<file path="src/rtl/quad_sum_counter_if.sv">
// Job/load handshake and result bus for quad_sum_counter.
// The master side issues jobs and element beats; the slave side is the counter.
interface quad_sum_counter_if #(
  parameter int W     = 8,
  parameter int N_MAX = 16,
  parameter int CW    = 16
) ();
  localparam int LW = $clog2(N_MAX + 1);

  logic              start;
  logic [LW-1:0]     len;
  logic [W+1:0]      target;
  logic              in_valid;
  logic [W-1:0]      in_data;
  logic              in_ready;
  logic              busy;
  logic              done;
  logic [CW-1:0]     count;
  logic              overflow;

  modport master (
    output start, len, target, in_valid, in_data,
    input  in_ready, busy, done, count, overflow
  );

  modport slave (
    input  start, len, target, in_valid, in_data,
    output in_ready, busy, done, count, overflow
  );
endinterface

</file>
<file path="src/rtl/quad_sum_counter.sv">
// Loads up to N_MAX elements, then walks every quadruple i<j<k<l one per cycle
// and counts those whose sum equals the target, saturating at 2^CW-1.
module quad_sum_counter #(
  parameter int W     = 8,
  parameter int N_MAX = 16,
  parameter int CW    = 16
) (
  input  logic               clk,
  input  logic               rst_n,
  quad_sum_counter_if.slave  bus
);
  localparam int IW = (N_MAX > 1) ? $clog2(N_MAX) : 1;
  localparam int LW = $clog2(N_MAX + 1);
  localparam int SW = W + 2;

  typedef enum logic [1:0] {S_IDLE, S_LOAD, S_COMPUTE, S_DONE} state_t;

  state_t          r_state, w_next;
  logic [LW-1:0]   r_len;
  logic [SW-1:0]   r_target;
  logic [IW-1:0]   r_idx;
  logic [IW-1:0]   r_i, r_j, r_k, r_l;
  logic [CW-1:0]   r_count;
  logic            r_overflow;
  logic [W-1:0]    r_mem [N_MAX];

  logic [LW-1:0]   w_len_clamped;
  logic            w_accept;
  logic            w_last_beat;
  logic            w_last_quad;
  logic            w_match;
  logic [SW-1:0]   w_sum;
  logic [IW-1:0]   w_ni, w_nj, w_nk, w_nl;

  assign w_len_clamped = (bus.len > LW'(N_MAX)) ? LW'(N_MAX) : bus.len;
  assign w_accept      = (r_state == S_LOAD) && bus.in_valid;
  assign w_last_beat   = w_accept && (LW'(r_idx) == r_len - LW'(1));
  // i reaches len-4 only on the final quadruple (len-4, len-3, len-2, len-1)
  assign w_last_quad   = (LW'(r_i) == r_len - LW'(4));
  assign w_sum         = SW'(r_mem[r_i]) + SW'(r_mem[r_j]) + SW'(r_mem[r_k]) + SW'(r_mem[r_l]);
  assign w_match       = (w_sum == r_target);

  always_comb begin
    w_next       = r_state;
    bus.in_ready = 1'b0;
    bus.busy     = 1'b0;
    bus.done     = 1'b0;
    unique case (r_state)
      S_IDLE: begin
        if (bus.start) w_next = (w_len_clamped == '0) ? S_DONE : S_LOAD;
      end
      S_LOAD: begin
        bus.in_ready = 1'b1;
        bus.busy     = 1'b1;
        if (w_last_beat) w_next = (r_len >= LW'(4)) ? S_COMPUTE : S_DONE;
      end
      S_COMPUTE: begin
        bus.busy = 1'b1;
        if (w_last_quad) w_next = S_DONE;
      end
      S_DONE: begin
        bus.done = 1'b1;
        w_next   = S_IDLE;
      end
      default: w_next = S_IDLE;
    endcase
  end

  // Lexicographic advance: the lowest index that can still move increments,
  // and every index below it restarts just above its upper neighbour.
  always_comb begin
    w_ni = r_i;
    w_nj = r_j;
    w_nk = r_k;
    w_nl = r_l;
    if (LW'(r_l) != r_len - LW'(1)) begin
      w_nl = r_l + IW'(1);
    end else if (LW'(r_k) != r_len - LW'(2)) begin
      w_nk = r_k + IW'(1);
      w_nl = r_k + IW'(2);
    end else if (LW'(r_j) != r_len - LW'(3)) begin
      w_nj = r_j + IW'(1);
      w_nk = r_j + IW'(2);
      w_nl = r_j + IW'(3);
    end else begin
      w_ni = r_i + IW'(1);
      w_nj = r_i + IW'(2);
      w_nk = r_i + IW'(3);
      w_nl = r_i + IW'(4);
    end
  end

  always_ff @(posedge clk or negedge rst_n) begin
    if (!rst_n) begin
      r_state    <= S_IDLE;
      r_len      <= '0;
      r_target   <= '0;
      r_idx      <= '0;
      r_i        <= '0;
      r_j        <= '0;
      r_k        <= '0;
      r_l        <= '0;
      r_count    <= '0;
      r_overflow <= 1'b0;
    end else begin
      r_state <= w_next;
      unique case (r_state)
        S_IDLE: begin
          if (bus.start) begin
            r_len      <= w_len_clamped;
            r_target   <= bus.target;
            r_count    <= '0;
            r_overflow <= 1'b0;
            r_idx      <= '0;
            r_i        <= IW'(0);
            r_j        <= IW'(1);
            r_k        <= IW'(2);
            r_l        <= IW'(3);
          end
        end
        S_LOAD: begin
          if (w_accept) r_idx <= r_idx + IW'(1);
        end
        S_COMPUTE: begin
          if (w_match) begin
            if (r_count == '1) r_overflow <= 1'b1;
            else               r_count    <= r_count + CW'(1);
          end
          r_i <= w_ni;
          r_j <= w_nj;
          r_k <= w_nk;
          r_l <= w_nl;
        end
        default: ;
      endcase
    end
  end

  // Element storage is plain data: never reset, only indices below len are read.
  always_ff @(posedge clk) begin
    if (w_accept) r_mem[r_idx] <= bus.in_data;
  end

  assign bus.count    = r_count;
  assign bus.overflow = r_overflow;
endmodule

</file>
<file path="src/flat_wrapper.sv">
// flat-port wrapper written by rule: the top's interface ports become plain ports
module quad_sum_counter_flat 
#(
  parameter int W     = 8,
  parameter int N_MAX = 16,
  parameter int CW    = 16
)
  (clk, rst_n, bus_start, bus_len, bus_target, bus_in_valid, bus_in_data, bus_in_ready, bus_busy, bus_done, bus_count, bus_overflow);
  quad_sum_counter_if #(.W(W), .N_MAX(N_MAX), .CW(CW)) bus_i ();
  input  logic clk;
  input  logic rst_n;
  input wire logic [$bits(bus_i.start)-1:0] bus_start;
  input wire logic [$bits(bus_i.len)-1:0] bus_len;
  input wire logic [$bits(bus_i.target)-1:0] bus_target;
  input wire logic [$bits(bus_i.in_valid)-1:0] bus_in_valid;
  input wire logic [$bits(bus_i.in_data)-1:0] bus_in_data;
  output wire logic [$bits(bus_i.in_ready)-1:0] bus_in_ready;
  output wire logic [$bits(bus_i.busy)-1:0] bus_busy;
  output wire logic [$bits(bus_i.done)-1:0] bus_done;
  output wire logic [$bits(bus_i.count)-1:0] bus_count;
  output wire logic [$bits(bus_i.overflow)-1:0] bus_overflow;
  assign bus_i.start = bus_start;
  assign bus_i.len = bus_len;
  assign bus_i.target = bus_target;
  assign bus_i.in_valid = bus_in_valid;
  assign bus_i.in_data = bus_in_data;
  assign bus_in_ready = bus_i.in_ready;
  assign bus_busy = bus_i.busy;
  assign bus_done = bus_i.done;
  assign bus_count = bus_i.count;
  assign bus_overflow = bus_i.overflow;
  quad_sum_counter #(.W(W), .N_MAX(N_MAX), .CW(CW)) u_core (.clk(clk), .rst_n(rst_n), .bus(bus_i));
endmodule
</file>
<file path="config.mk">
export PLATFORM = sky130hd
export DESIGN_NAME = quad_sum_counter_flat
export DESIGN_NICKNAME = d
export VERILOG_FILES = /design/src/rtl/quad_sum_counter_if.sv /design/src/rtl/quad_sum_counter.sv /design/src/flat_wrapper.sv
export SDC_FILE = /design/constraint.sdc
export NUM_CORES = 1
export LEC_CHECK = 0
export ABC_CLOCK_PERIOD_IN_PS = 7050
export CORE_UTILIZATION = 24
export DETAILED_ROUTE_END_ITERATION = 12
export DONT_BUFFER_PORTS = 1
export PLACE_DENSITY = 0.34
export SYNTH_ARGS = -nofsm -noshare
export SYNTH_HDL_FRONTEND = slang
export SYNTH_SLANG_ARGS = --single-unit
</file>
<file path="constraint.sdc">
create_clock -name clk -period 7.05 [get_ports clk]
set_input_delay 0.705 -clock clk [delete_from_list [all_inputs] [get_ports clk]]
set_output_delay 0.705 -clock clk [all_outputs]
set_load 0.02 [all_outputs]
</file>
==> metrics.yaml <==
rsz0062_at_grt: "false"
leakage_nw: 4.91
synth_area_um2: 12400
synth_warnings: 0
areaGrowthSynthToFinish_pct: 12.2
crit_type: "reg -> reg"
layout_common_cells: "mux4_2, edfxtp_1, inv_1"
worstMarginPinSlew_ns: 1.15
fmax_mhz: 158
ys_seq_area_share_pct: 41.9
avgSynthCellArea_um2: 13.7
hold_viol: 0
path_clk_slew_ns: 0.07
crit_path_end_kind: "flop"
numCtsBuffers: 17
max_slew_margin_pct: 22.7
synth_edf_count: 128
fin_crit_sh_pct: 89.7
crit_path_frequent_cell: "o21ai_0"
grt_pass1_vias: 8407
setup_tns_ns: 0
grt_pass1_wl_um: 59400
io_pins: 47
worstPathArrival_ns: 6.70
clock_sinks: 182
crit_chain: "buf_4 > mux4_2 > mux4_2 > ha_1 > a21oi_1 > o21ai_0 > a21oi_1 > xor2_1 > fa_1 > inv_1 > ha_1 > o21ai_0 > o21bai_1 > or4_1 > mux2_4 > nor4_4 > a31oi_1 > o21ai_0 > o41ai_1"
slowest_stage: "a31oi_1"
synth-async-reset-ratio_pct: 29.7
num_vias: 8088
antenna_found_initial: 0
synth_nets: 984
nets: 983
synthFlopType: "edfxtp_1"
cp_max_fo: 17
place_congestion: 0.756
min_period_ns: 6.32
wl_um: 39600
die_x_um: 229
drv_cap: 0
ys_ff_latch: 182
fillers: 5092
io_buffers: 0
grt_overflow: 0
ir_drop_mv: 0.182
die_h_um: 229
drv_slew: 0
skew_ns: 0.0114
drc: 0
status: "finished clean"
cts_tree: "yes"
rows: 82
firstDrtPassIters: 5
critPathMaxStageDelay_ns: 0.87
vias_per_cell: 5.10
p_total_mw: 2.70
hp-class: "in -> async"
grt_max_degree: 55
die_area_um2: 52600
initial_core_util_pct: 24.5
wl_per_cell_um: 25.0
start_kind: "flop"
setup_violations: 0
required_ns: 7.43
antenna_left: 0
core_area_um2: 50600
cts_setup_buffers: 0
worstSkewPairLatency_ns: 0.49
ys_types: 55
drive_gt1_share_pct: 29.2
drt_iter0_markers: 708
syn_inst: 903
final_common_cell: "mux4_2"
hpwl_um: 27700
p_per_area_nw_per_um2: 194
htreeDepth: 4
cts_buffer_depth: 2
grt_usage_pct: 15.7
clockRootBuffer: "clkbuf_16"
worst paths after layout:
kind | start | endpoint | slack, ns | cells past startpoint
hold reg to reg | u_core.r_target[0]$_DFFE_PN0P_ | u_core.r_target[0]$_DFFE_PN0P_ | 0.53 | 1
max in group asynchronous | rst_n | u_core.r_i[0]$_DFFE_PN0P_ | 6.70 | 1
min in group clk | bus_in_data[5] | u_core.r_mem[5][5]$_DFFE_PP_ | 0.31 | 0
hold / removal | rst_n | u_core.r_k[1]$_DFFE_PN0P_ | 0.09 | 1
setup / recovery | u_core.r_j[0]$_DFFE_PN0P_ | u_core.bus.count[7]$_DFFE_PN0P_ | 0.73 | 19
setup reg to reg | u_core.r_j[0]$_DFFE_PN0P_ | u_core.bus.count[7]$_DFFE_PN0P_ | 0.73 | 19
flip-flops by register name, summed over array words and instances, names as in the netlist, 4 cells and up:
register	flops
u_core.bus.count	16
u_core.r_i	4
u_core.r_idx	4
u_core.r_j	4
u_core.r_k	4
u_core.r_l	4
u_core.r_len	5
u_core.r_mem	128
u_core.r_target	10
per-stage QoR:
step / cells / worst slack (ns) / hold WS (ns) / utilization (%) / area [µm²]
after floorplan: 903 / 0.660 / 0.409 / - / 12400
after global placement: 1554 / 0.768 / 0.411 / 26.4 / 13400
after detailed placement: 1554 / 0.665 / 0.411 / 26.4 / 13400
after CTS: 1586 / 0.689 / 0.0617 / 27.5 / 13900
after global routing: 1586 / 0.234 / 0.0876 / 27.5 / 13900
final: 1587 / 0.725 / 0.0922 / 27.5 / 13900
synth_stat cells, drive strengths merged, types with 4 or more instances:
cell type | instances | area [µm²]
nor2 | 41 | 154
a211oi | 4 | 35.0
nand4 | 7 | 43.8
o211ai | 4 | 30.0
and2 | 5 | 31.3
o31ai | 11 | 82.6
mux4 | 160 | 3600
a31oi | 7 | 43.8
nor4 | 4 | 40.0
o21ai | 53 | 265
nor3b | 4 | 30.0
nand3 | 29 | 155
ha | 44 | 551
nand2 | 49 | 184
buf | 19 | 76.3
mux2 | 12 | 139
clkbuf | 45 | 169
nor3 | 10 | 50.1
nand2b | 10 | 62.6
a21o | 8 | 60.1
xor2 | 26 | 228
fa | 10 | 200
a21oi | 27 | 135
inv | 60 | 225
edfxtp | 128 | 3840
and3 | 8 | 50.1
xnor2 | 25 | 219
dfrtp | 54 | 1350
report_power, final:
part	switching, mW	internal, mW	total [mW]
clock network	0.449	0.445	0.894
registers	0.0662	1.22	1.29
logic	0.295	0.227	0.522
cells by family (layout without fill, tap and decap cells):
logic type / count (synthesis) / after routing / share of synthesized area, %
AO/OA/AOI/OAI: 138 / 138 / 6.93
flip-flops: 182 / 182 / 41.9
AND/OR/NAND/NOR: 178 / 178 / 7.12
buffers and inverters: 124 / 135 / 3.79
other: 0 / 1 / 0
XOR/XNOR: 52 / 52 / 3.78
multiplexers: 175 / 175 / 30.4
adder cells (fa/ha/maj): 54 / 54 / 6.05
worst max-delay path: cells and delay by family, from the launching register on:
kind / cells / cell delay (ns)
mux: 3 / 1.25
simple gates: 2 / 0.49
compound gates: 8 / 1.97
fa+ha+maj: 3 / 1.27
xor+xnor: 1 / 0.12
buf+inv: 2 / 0.42
flops: 1 / 0.70
layout make-up:
type | count | area (µm²) | area share [%]
Inverter | 60 | 225 | 1.62
Tap cell | 672 | 841 | 6.04
Sequential cell | 182 | 5200 | 37.4
Clock buffer | 18 | 429 | 3.08
Antenna cell | 1 | 2.50 | 0.0180
Timing Repair Buffer | 44 | 350 | 2.52
Clock inverter | 13 | 85.1 | 0.611
Multi-Input combinational cell | 597 | 6780 | 48.7
what timing repair did:
action                                 in CTS  in global routing
gates resized for setup                     0                  0
endpoints found under the hold margin      54                  0
hold buffers                                1                  0
metal layers:
layer  GRT usage (%)  up-vias  part of all wire, %  wire length [µm]
met4            5.60        0                  2.3               931
met2            24.6      231                   47             18800
li1                -     3574                    -                 -
met3            3.87       53                  5.5              2180
met1            21.0     4230                   45             17700
met5               0        -                    0                 0
Note: power is estimated with default switching activity, not from simulation.
